<file path="config.mk">
export PLATFORM = sky130hd
export DESIGN_NAME = speck_encrypt_iterative
export DESIGN_NICKNAME = d
export VERILOG_FILES = /design/src/rtl/speck_encrypt_iterative.sv
export SDC_FILE = /design/constraint.sdc
export NUM_CORES = 1
export LEC_CHECK = 0
export ABC_AREA = 1
export CAP_MARGIN = 20
export CORE_MARGIN = 8
export CORE_UTILIZATION = 39
export CTS_CLUSTER_DIAMETER = 80
export DETAILED_ROUTE_END_ITERATION = 10
export PLACE_DENSITY = 0.62
export SYNTH_ARGS = -nofsm -noshare
export SYNTH_HDL_FRONTEND = slang
export SYNTH_SLANG_ARGS = --single-unit
</file>
<file path="constraint.sdc">
create_clock -name clk -period 2.79 [get_ports clk]
set_input_delay 0.558 -clock clk [delete_from_list [all_inputs] [get_ports clk]]
set_output_delay 0.558 -clock clk [all_outputs]
set_load 0.01 [all_outputs]
</file>
<file path="src/rtl/speck_encrypt_iterative.sv">
`default_nettype none
// ============================================================================
// Module   : speck_encrypt_iterative
// Brief    : SPECK 128/128 encryption, one round per clock, key schedule
//            expanded alongside the data rounds.
// Revision : 1.0 - initial release
// ============================================================================

module speck_encrypt_iterative #(
  parameter int NR_ROUNDS = 32
) (
  input  logic         clk,
  input  logic         rst,
  input  logic         signal_start,
  input  logic [127:0] key,
  input  logic [127:0] plaintext,
  output logic [127:0] ciphertext,
  output logic         finished,
  output logic         busy,
  output logic [3:0]   state_response
);

  localparam logic [1:0] S_IDLE  = 2'd0;
  localparam logic [1:0] S_ROUND = 2'd1;
  localparam logic [1:0] S_DONE  = 2'd2;

  localparam logic [5:0] LAST_ROUND = 6'(NR_ROUNDS - 1);

  logic [1:0]   state_q, state_d;
  logic [63:0]  x_q, x_d;
  logic [63:0]  y_q, y_d;
  logic [63:0]  k_q, k_d;
  logic [63:0]  l_q, l_d;
  logic [5:0]   ctr_q, ctr_d;
  logic [127:0] ct_q, ct_d;

  logic [63:0]  round_x;
  logic [63:0]  round_y;
  logic [63:0]  round_l;
  logic [63:0]  round_k;
  logic         last_round;

  // Data round and key-schedule round share the same ROR8/add/ROL3 shape.
  always_comb begin
    round_x    = ({x_q[7:0], x_q[63:8]} + y_q) ^ k_q;
    round_y    = {y_q[60:0], y_q[63:61]} ^ round_x;
    round_l    = ({l_q[7:0], l_q[63:8]} + k_q) ^ {58'd0, ctr_q};
    round_k    = {k_q[60:0], k_q[63:61]} ^ round_l;
    last_round = (ctr_q == LAST_ROUND);
  end

  always_ff @(posedge clk) begin
    if (rst) begin
      state_q <= S_IDLE;
      x_q     <= 64'd0;
      y_q     <= 64'd0;
      k_q     <= 64'd0;
      l_q     <= 64'd0;
      ctr_q   <= 6'd0;
      ct_q    <= 128'd0;
    end else begin
      state_q <= state_d;
      x_q     <= x_d;
      y_q     <= y_d;
      k_q     <= k_d;
      l_q     <= l_d;
      ctr_q   <= ctr_d;
      ct_q    <= ct_d;
    end
  end

  always_comb begin
    state_d = state_q;
    case (state_q)
      S_IDLE:  if (signal_start) state_d = S_ROUND;
      S_ROUND: if (last_round)   state_d = S_DONE;
      S_DONE:  state_d = S_IDLE;
      default: state_d = S_IDLE;
    endcase
  end

  always_comb begin
    x_d   = x_q;
    y_d   = y_q;
    k_d   = k_q;
    l_d   = l_q;
    ctr_d = ctr_q;
    ct_d  = ct_q;
    case (state_q)
      S_IDLE: begin
        if (signal_start) begin
          x_d   = plaintext[127:64];
          y_d   = plaintext[63:0];
          k_d   = key[127:64];
          l_d   = key[63:0];
          ctr_d = 6'd0;
        end
      end
      S_ROUND: begin
        x_d = round_x;
        y_d = round_y;
        k_d = round_k;
        l_d = round_l;
        if (last_round) begin
          ct_d = {round_x, round_y};
        end else begin
          ctr_d = ctr_q + 6'd1;
        end
      end
      default: ;
    endcase
  end

  // The DONE state lasts exactly one cycle, so it doubles as the finished pulse.
  always_comb begin
    busy           = (state_q != S_IDLE);
    finished       = (state_q == S_DONE);
    state_response = {2'b00, state_q};
  end

  assign ciphertext = ct_q;

endmodule

`default_nettype wire

</file>
==> metrics.md, run 1 <==
| Metric | Value |
|---|---|
| Status | `complete, no violations` |
| Share of power burned in registers | `31.0%` |
| Max_slew headroom | `43.2%` |
| Post-Synthesis Cells | `5,206` |
| Area Growth Syn to Fin | `29.2%` |
| Layout cells sized above 1 | `8.78%` |
| RR Startpoint | `y_q[20]` |
| Crit-path cells | `ha_1 > nand2_2 > nor2_2 > nand2_1 > nor2_1 > nand2_1 > nand3_4 > nand2_1 > nand3b_1 > nand2_1 > nand2_1 > nand2_1 > o21ai_1 > a21oi_1` |
| Nets | `6,167` |
| Post-CTS Resized | `0` |
| Total number of vias | `34,449` |
| Req. time, crit path | `3.27 ns` |
| Final ANT Viol Nets | `0` |
| Worst reg2reg endpoint | `y_q[40]` |
| Clock group share of total power | `31.4%` |
| Worst slew pin tran | `0.853 ns` |
| Worst Hold Class | `in2reg` |
| Mapped Area | `0.0303 sq mm` |
| Number of diodes | `0` |
| Largest family of logic cells by synthesized area | `simple AND/OR/NAND/NOR gates` |
| Max-slew violation count | `0` |
| Post-synthesis sequential area ratio | `25.9%` |
| FMAX | `374 MHz` |
| Synth Flop Type | `dfxtp_1` |
| Final Cell Area | `0.0391 sq mm` |
| Family with the most delay on the worst path | `simple AND/OR/NAND/NOR gates` |
| # setup viols final | `0` |
| Drt drc | `0` |
| Crit. End Element | `flip-flop` |
| R2R depth | `14` |
| Bufs on Longest Clock Path | `3` |
| Distinct cells, synth | `43` |
| Adder-Cell Fraction of Synth Area | `5.38%` |
| CP peak stage delay | `0.44 ns` |
| Net Sw Frac | `38.4%` |
| Drt wl/cell | `19.8 um` |
| Wire length of the first global-routing pass | `201,000 um` |
| Final Hold Viols | `0` |
| Inserted Clock Buffers | `48` |
| Critical Path Stages | `14` |
| RePlAce Congestion | `1.00` |
| Utilization after layout | `50.7%` |
| Die Width | `295 um` |
| Post-synth EDFFs | `0` |
| Complex-gate fraction of the synthesized area | `15.0%` |
| 1st-iter DRT viols | `2,669` |
| Placed inst area | `0.0374 sq mm` |
| Initial antenna violation count | `4` |
| Comb pwr share | `37.6%` |
| Setup Skew | `0.0239 ns` |
| Synthesized flop and latch total | `392` |
| Leakage | `19.7 nW` |
| Remaining Overflow, GRT | `0` |
| Most common cell after layout, fill and taps aside | `nand2_1` |
| Mux cell area share after synthesis | `0%` |
| Syn_area_per_cell | `5.82 sq um` |
| Cell repeated most along the worst path | `nand2_1` |
| Buf/Inv on CP | `0` |
| # IOs | `393` |
| XOR/XNOR Fraction of Synth Area | `4.87%` |
| Power per Cell Area | `528 mW/mm^2` |
| Setup crit end | `y_q[40]` |
| CTS clock-pin slew for the worst setup and hold paths | `0.06 ns` |
| Async S/R FF share, synth | `0%` |
| CTS tree | `yes` |
| Drt total wl | `136,000 um` |
| H-tree depth | `2` |
| Clock Latency Late Sink | `0.63 ns` |
| Root buf cell | `clkbuf_16` |
| Clock Sinks | `392` |
| Crit-path max FO | `4` |
| Final WS setup | `0.116 ns` |
| Post-route minimum period | `2.67 ns` |
| Pre-CTS WS | `0.0540 ns` |
| Simple-Gate Fraction of Synth Area | `35.7%` |
| Pin count of the biggest net entering global routing | `140` |
| Post-DP HPWL | `111,000 um` |
| CP max-delay cell | `ha_1` |
| Max-cap violations | `0` |
| Critical Path Source | `y_q[20]` |
| Post-DR vias/cell | `5.03` |
| Synth warn | `0` |
| Std-Cell Rows | `102` |
| Startpoint types | `flip-flop` |
| Die Span Y | `295 um` |
| Sw Pwr | `7.95 mW` |
| Commonest cells after routing, fill and taps aside | `1,730 x nand2_1, 853 x inv_1, 445 x nor2_1, 390 x dfxtp_1, 389 x clkdlybuf4s50_1` |
| 1st-pass router iterations | `5` |
| Core region area | `0.0772 sq mm` |
| Number of global-route vias before repair | `33,130` |
| Pwr Total | `20.7 mW` |
| Die area | `0.0869 sq mm` |
| Crit path kind | `reg2reg` |
| Worst VDD drop | `0.000468 V` |
| Reg2reg setup slack | `0.12 ns` |
| Hold buffers post-CTS | `0` |
| Post-CTS Setup Inserts | `0` |
| Final period util | `95.8%` |
| Worst Path Arrival | `3.15 ns` |
| Starting Density | `39.2%` |
| Internal power | `12.7 mW` |
| PortBufs | `390` |
| GRT Overall Usage | `30.1%` |
-- cells by family (layout without fill, tap and decap cells) --
group,Yosys count,count (layout)
simple gates,2659,2659
buf+inv,1047,1649
compound gates,812,812
flops,392,392
xor+xnor,166,166
fa+ha+maj,129,129
other cells,1,2
-- how the worst min path moves through the flow --
stage                     startpoint       to  slack [ns]  cells past startpoint
after floorplan              l_q[17]  l_q[17]        0.45                      2
final                            rst  x_q[11]        0.31                      2
after detailed placement     l_q[18]  l_q[18]        0.46                      2
after global placement       l_q[23]  l_q[23]        0.46                      2
after global routing             rst  x_q[11]        0.30                      2
after CTS                        rst  x_q[29]        0.29                      2
-- power groups by stage --
stage	Clock, mW	Sequential [mW]	Combinational, mW
2_1_floorplan	0	6.42	4.51
3_5_place_dp	0	6.53	7.62
3_3_place_gp	0	6.52	7.59
5_1_grt	6.78	6.46	8.48
4_1_cts	6.55	6.41	7.65
6_report	6.49	6.42	7.77
-- stage by stage --
| stage | setup TNS (ns) | instances | hold slack, ns |
|---|---|---|---|
| after floorplan | 0 | 5207 | 0.448 |
| after global placement | 0 | 6769 | 0.458 |
| after detailed placement | 0 | 6769 | 0.464 |
| after CTS | 0 | 6849 | 0.285 |
| after global routing | -0.0740 | 6849 | 0.304 |
| final | 0 | 6849 | 0.306 |
-- worst register-to-register path: cells and delay by family (launching register included) --
family	cells	cell delay (ns)
fa+ha+maj	1	0.44
flops	1	0.37
compound gates	2	0.25
simple gates	11	1.47
-- per-layer routing --
| metal | share of wire, % | GRT usage [%] |
|---|---|---|
| met1 | 44 | 39.3 |
| met2 | 46 | 50.8 |
| met3 | 5.6 | 3.17 |
| met4 | 4.0 | 11.3 |
| met5 | 0 | 0 |
-- cell usage after synthesis (3+ instances only) --
cell	n	share of area [%]
a21oi_1	392	6.5
and2_1	8	0.17
buf_1	7	0.087
buf_2	47	0.78
clkbuf_1	129	1.6
dfxtp_1	392	26
ha_1	127	5.2
inv_1	855	11
inv_2	5	0.062
nand2_1	1748	22
nand2_2	34	0.70
nand3_1	309	5.1
nand3_2	8	0.26
nand3b_1	22	0.55
nand4_1	15	0.31
nor2_1	450	5.6
nor2_2	21	0.43
nor3_1	24	0.40
nor4_1	5	0.10
o211ai_1	134	3.3
o21a_1	3	0.074
o21ai_0	208	3.4
o21ai_1	14	0.23
o21bai_1	35	0.87
o22ai_1	22	0.45
or2_1	5	0.10
xnor2_1	76	2.2
xor2_1	87	2.5
xor2_2	3	0.16
-- registers in the layout (all words and copies together), names as in the netlist --
signal,count
x_q,64
ciphertext,128
l_q,64
state_q,2
y_q,64
k_q,64
ctr_q,6
-- area by class of cell --
cell class / count / area (sq um)
clock inverters: 14 / 256
fillers: 8215 / 38100
inverters: 862 / 3250
clock buffers: 66 / 1340
flip-flops and latches: 392 / 7850
repair buffers: 707 / 6510
well taps: 1040 / 1300
multi-input cells: 3768 / 18600
(Power assumes the default switching activity.)
==> inputs of run 2 (changes only) <==
- ABC_CLOCK_PERIOD_IN_PS: default -> 2790
- CORE_UTILIZATION: 39 -> 57
- PLACE_DENSITY: 0.62 -> 0.84
==> metrics.md, run 2 (synthesis results as in run 1) <==
| Metric | Value |
|---|---|
| Status | `complete, no violations (unchanged)` |
| Setup crit end | `y_q[14] (was y_q[40])` |
| Commonest cells after routing, fill and taps aside | `1,737 x nand2_1, 854 x inv_1, 445 x nor2_1, 391 x a21oi_1, 390 x dfxtp_1 (was 1,730 x nand2_1, 853 x inv_1, 445 x nor2_1, 390 x dfxtp_1, 389 x clkdlybuf4s50_1)` |
| H-tree depth | `2 (unchanged)` |
| Max_slew headroom | `44.6% (was 43.2%)` |
| CTS clock-pin slew for the worst setup and hold paths | `0.06 ns (about the same)` |
| Layout fillers | `4,488 (was 8,215)` |
| CP max-delay cell | `xor2_2 (was ha_1)` |
| Bufs on Longest Clock Path | `3 (unchanged)` |
| CTS tree | `yes (unchanged)` |
| RePlAce Congestion | `1.05 (was 1.00)` |
| 1st-iter DRT viols | `3,998 (was 2,669)` |
| Crit. End Element | `flip-flop (unchanged)` |
| Critical Path Source | `y_q[0] (was y_q[20])` |
| Area Growth Syn to Fin | `25.3% (was 29.2%)` |
| Max-cap violations | `0 (unchanged)` |
| Die Width | `247 um (was 295 um)` |
| Post-DP HPWL | `103,000 um (was 111,000 um)` |
| Number of diodes | `0 (unchanged)` |
| # IOs | `393 (unchanged)` |
| Cell repeated most along the worst path | `nand2_1 (unchanged)` |
| Largest register FFs | `128 (unchanged)` |
| Power per Cell Area | `537 mW/mm^2 (was 528 mW/mm^2)` |
| Clock Sinks | `392 (unchanged)` |
| Number of global-route vias before repair | `34,067 (was 33,130)` |
| R2R depth | `13 (was 14)` |
| Root buf cell | `clkbuf_16 (unchanged)` |
| Crit-path cells | `ha_2 > inv_1 > fa_2 > inv_1 > nand2_1 > nand3_1 > nand2_1 > nand2_1 > xor2_2 > xor2_1 > nand2_1 > o211ai_1 > a21oi_1 (was ha_1 > nand2_2 > nor2_2 > nand2_1 > nor2_1 > nand2_1 > nand3_4 > nand2_1 > nand3b_1 > nand2_1 > nand2_1 > nand2_1 > o21ai_1 > a21oi_1)` |
| Worst Hold Class | `reg2reg (was in2reg)` |
| Max-slew violation count | `0 (unchanged)` |
| Hold_ws | `0.470 ns (was 0.306 ns)` |
| Worst Path Arrival | `3.14 ns (was 3.15 ns)` |
| 1st-pass router iterations | `8 (was 5)` |
| Pin count of the biggest net entering global routing | `161 (was 140)` |
| Layout cells sized above 1 | `7.07% (was 8.78%)` |
| PortBufs | `390 (unchanged)` |
| Startpoint types | `flip-flop (unchanged)` |
| Unrepaired setup endpoints after global routing | `yes` |
| Post-DR vias/cell | `5.66 (was 5.03)` |
| # setup viols final | `0 (unchanged)` |
| FMAX | `373 MHz (was 374 MHz)` |
| Final period util | `96.1% (was 95.8%)` |
| Post-CTS Setup Inserts | `0 (unchanged)` |
| Drt wl/cell | `20.3 um (was 19.8 um)` |
| Setup Skew | `0.0279 ns (was 0.0239 ns)` |
| Final ANT Viol Nets | `0 (unchanged)` |
| Crit path kind | `reg2reg (unchanged)` |
| Remaining Overflow, GRT | `0 (unchanged)` |
| Drt total wl | `130,000 um (was 136,000 um)` |
| # placed instances | `6,320 (was 6,769)` |
| Total number of vias | `36,205 (was 34,449)` |
| Utilization after layout | `72.2% (was 50.7%)` |
| Wire length of the first global-routing pass | `195,000 um (was 201,000 um)` |
| Final Hold Viols | `0 (unchanged)` |
| Clock Latency Late Sink | `0.61 ns (was 0.63 ns)` |
| GRT Overall Usage | `41.1% (was 30.1%)` |
| Worst reg2reg endpoint | `y_q[14] (was y_q[40])` |
| Drt drc | `0 (unchanged)` |
| Most common cell after layout, fill and taps aside | `nand2_1 (unchanged)` |
| CP peak stage delay | `0.39 ns (was 0.44 ns)` |
| Initial antenna violation count | `0 (was 4)` |
| Core region area | `0.0526 sq mm (was 0.0772 sq mm)` |
| Reg2reg setup slack | `0.11 ns (was 0.12 ns)` |
| Final non-filler cell total | `6,402 (was 6,849)` |
| Nets | `6,067 (was 6,167)` |
| Die area | `0.0608 sq mm (was 0.0869 sq mm)` |
| Setup TNS | `0 ns (unchanged)` |
| Worst slew pin tran | `0.831 ns (was 0.853 ns)` |
| RR Startpoint | `y_q[0] (was y_q[20])` |
| Leakage | `19.3 nW (was 19.7 nW)` |
| Inserted Clock Buffers | `45 (was 48)` |
| Worst VDD drop | `0.000599 V (was 0.000468 V)` |
| Post-route minimum period | `2.68 ns (was 2.67 ns)` |
| Die Span Y | `247 um (was 295 um)` |
| Crit-path max FO | `3 (was 4)` |
| Starting Density | `57.7% (was 39.2%)` |
| Req. time, crit path | `3.25 ns (was 3.27 ns)` |
| Std-Cell Rows | `84 (was 102)` |
run 2: critical path, delay by kind of cell, from the launching register on:
family	cells	cell delay, ns
DFF	1	0.35
adders and majority gates	2	0.57
and+or+nand+nor	5	0.56
AOI/OAI and AO/OA	2	0.22
buffers and inverters	2	0.16
xor gates and xnor gates	2	0.68
run 2: worst min path at each step:
stage             from             end  slack, ns  cells after the start
6_report       l_q[35]         l_q[35]       0.47                      2
5_1_grt        l_q[32]         l_q[32]       0.49                      2
4_1_cts            rst  ciphertext[68]       0.47                      4
3_5_place_dp   l_q[35]         l_q[35]       0.46                      2
3_3_place_gp   l_q[35]         l_q[35]       0.46                      2
2_1_floorplan  l_q[17]         l_q[17]       0.45                      2
run 2: layout make-up:
cell class | count | area, sq um | area share, %
inverters | 862 | 3250 | 8.55
flip-flops and latches | 392 | 7850 | 20.7
well taps | 688 | 861 | 2.27
multi-input cells | 3768 | 18600 | 48.9
clock buffers | 66 | 1350 | 3.54
repair buffers | 610 | 5870 | 15.5
clock inverters | 16 | 221 | 0.583
run 2: layer usage:
metal	GRT usage [%]	part of all wire, %	vias up
met4	22.4	6.2	0
met2	66.8	45	2155
met3	8.66	11	435
li1	-	-	17210
met5	0	0	-
met1	50.6	38	16405
run 2: repair_timing:
action	4_1_cts	5_1_grt
pin swaps	0	1
endpoints found under the setup margin	1	78
hold endpoints to repair	0	0
resized for setup	1	27
hold buffers	0	0
run 2: report_power, final:
part           switching, mW  internal [mW]
Clock                   2.67           3.73
Sequential             0.400           6.03
Combinational           4.79           2.78
Total                   7.85           12.5
run 2: per-stage QoR:
step	instance area [sq um]	setup WS [ns]	power (mW)
after floorplan	30300	0.547	10.9
after global placement	36300	0.110	13.6
after detailed placement	36300	0.0473	13.7
after CTS	37900	0.0116	20.1
after global routing	38000	-0.00877	21.2
final	38000	0.108	20.4
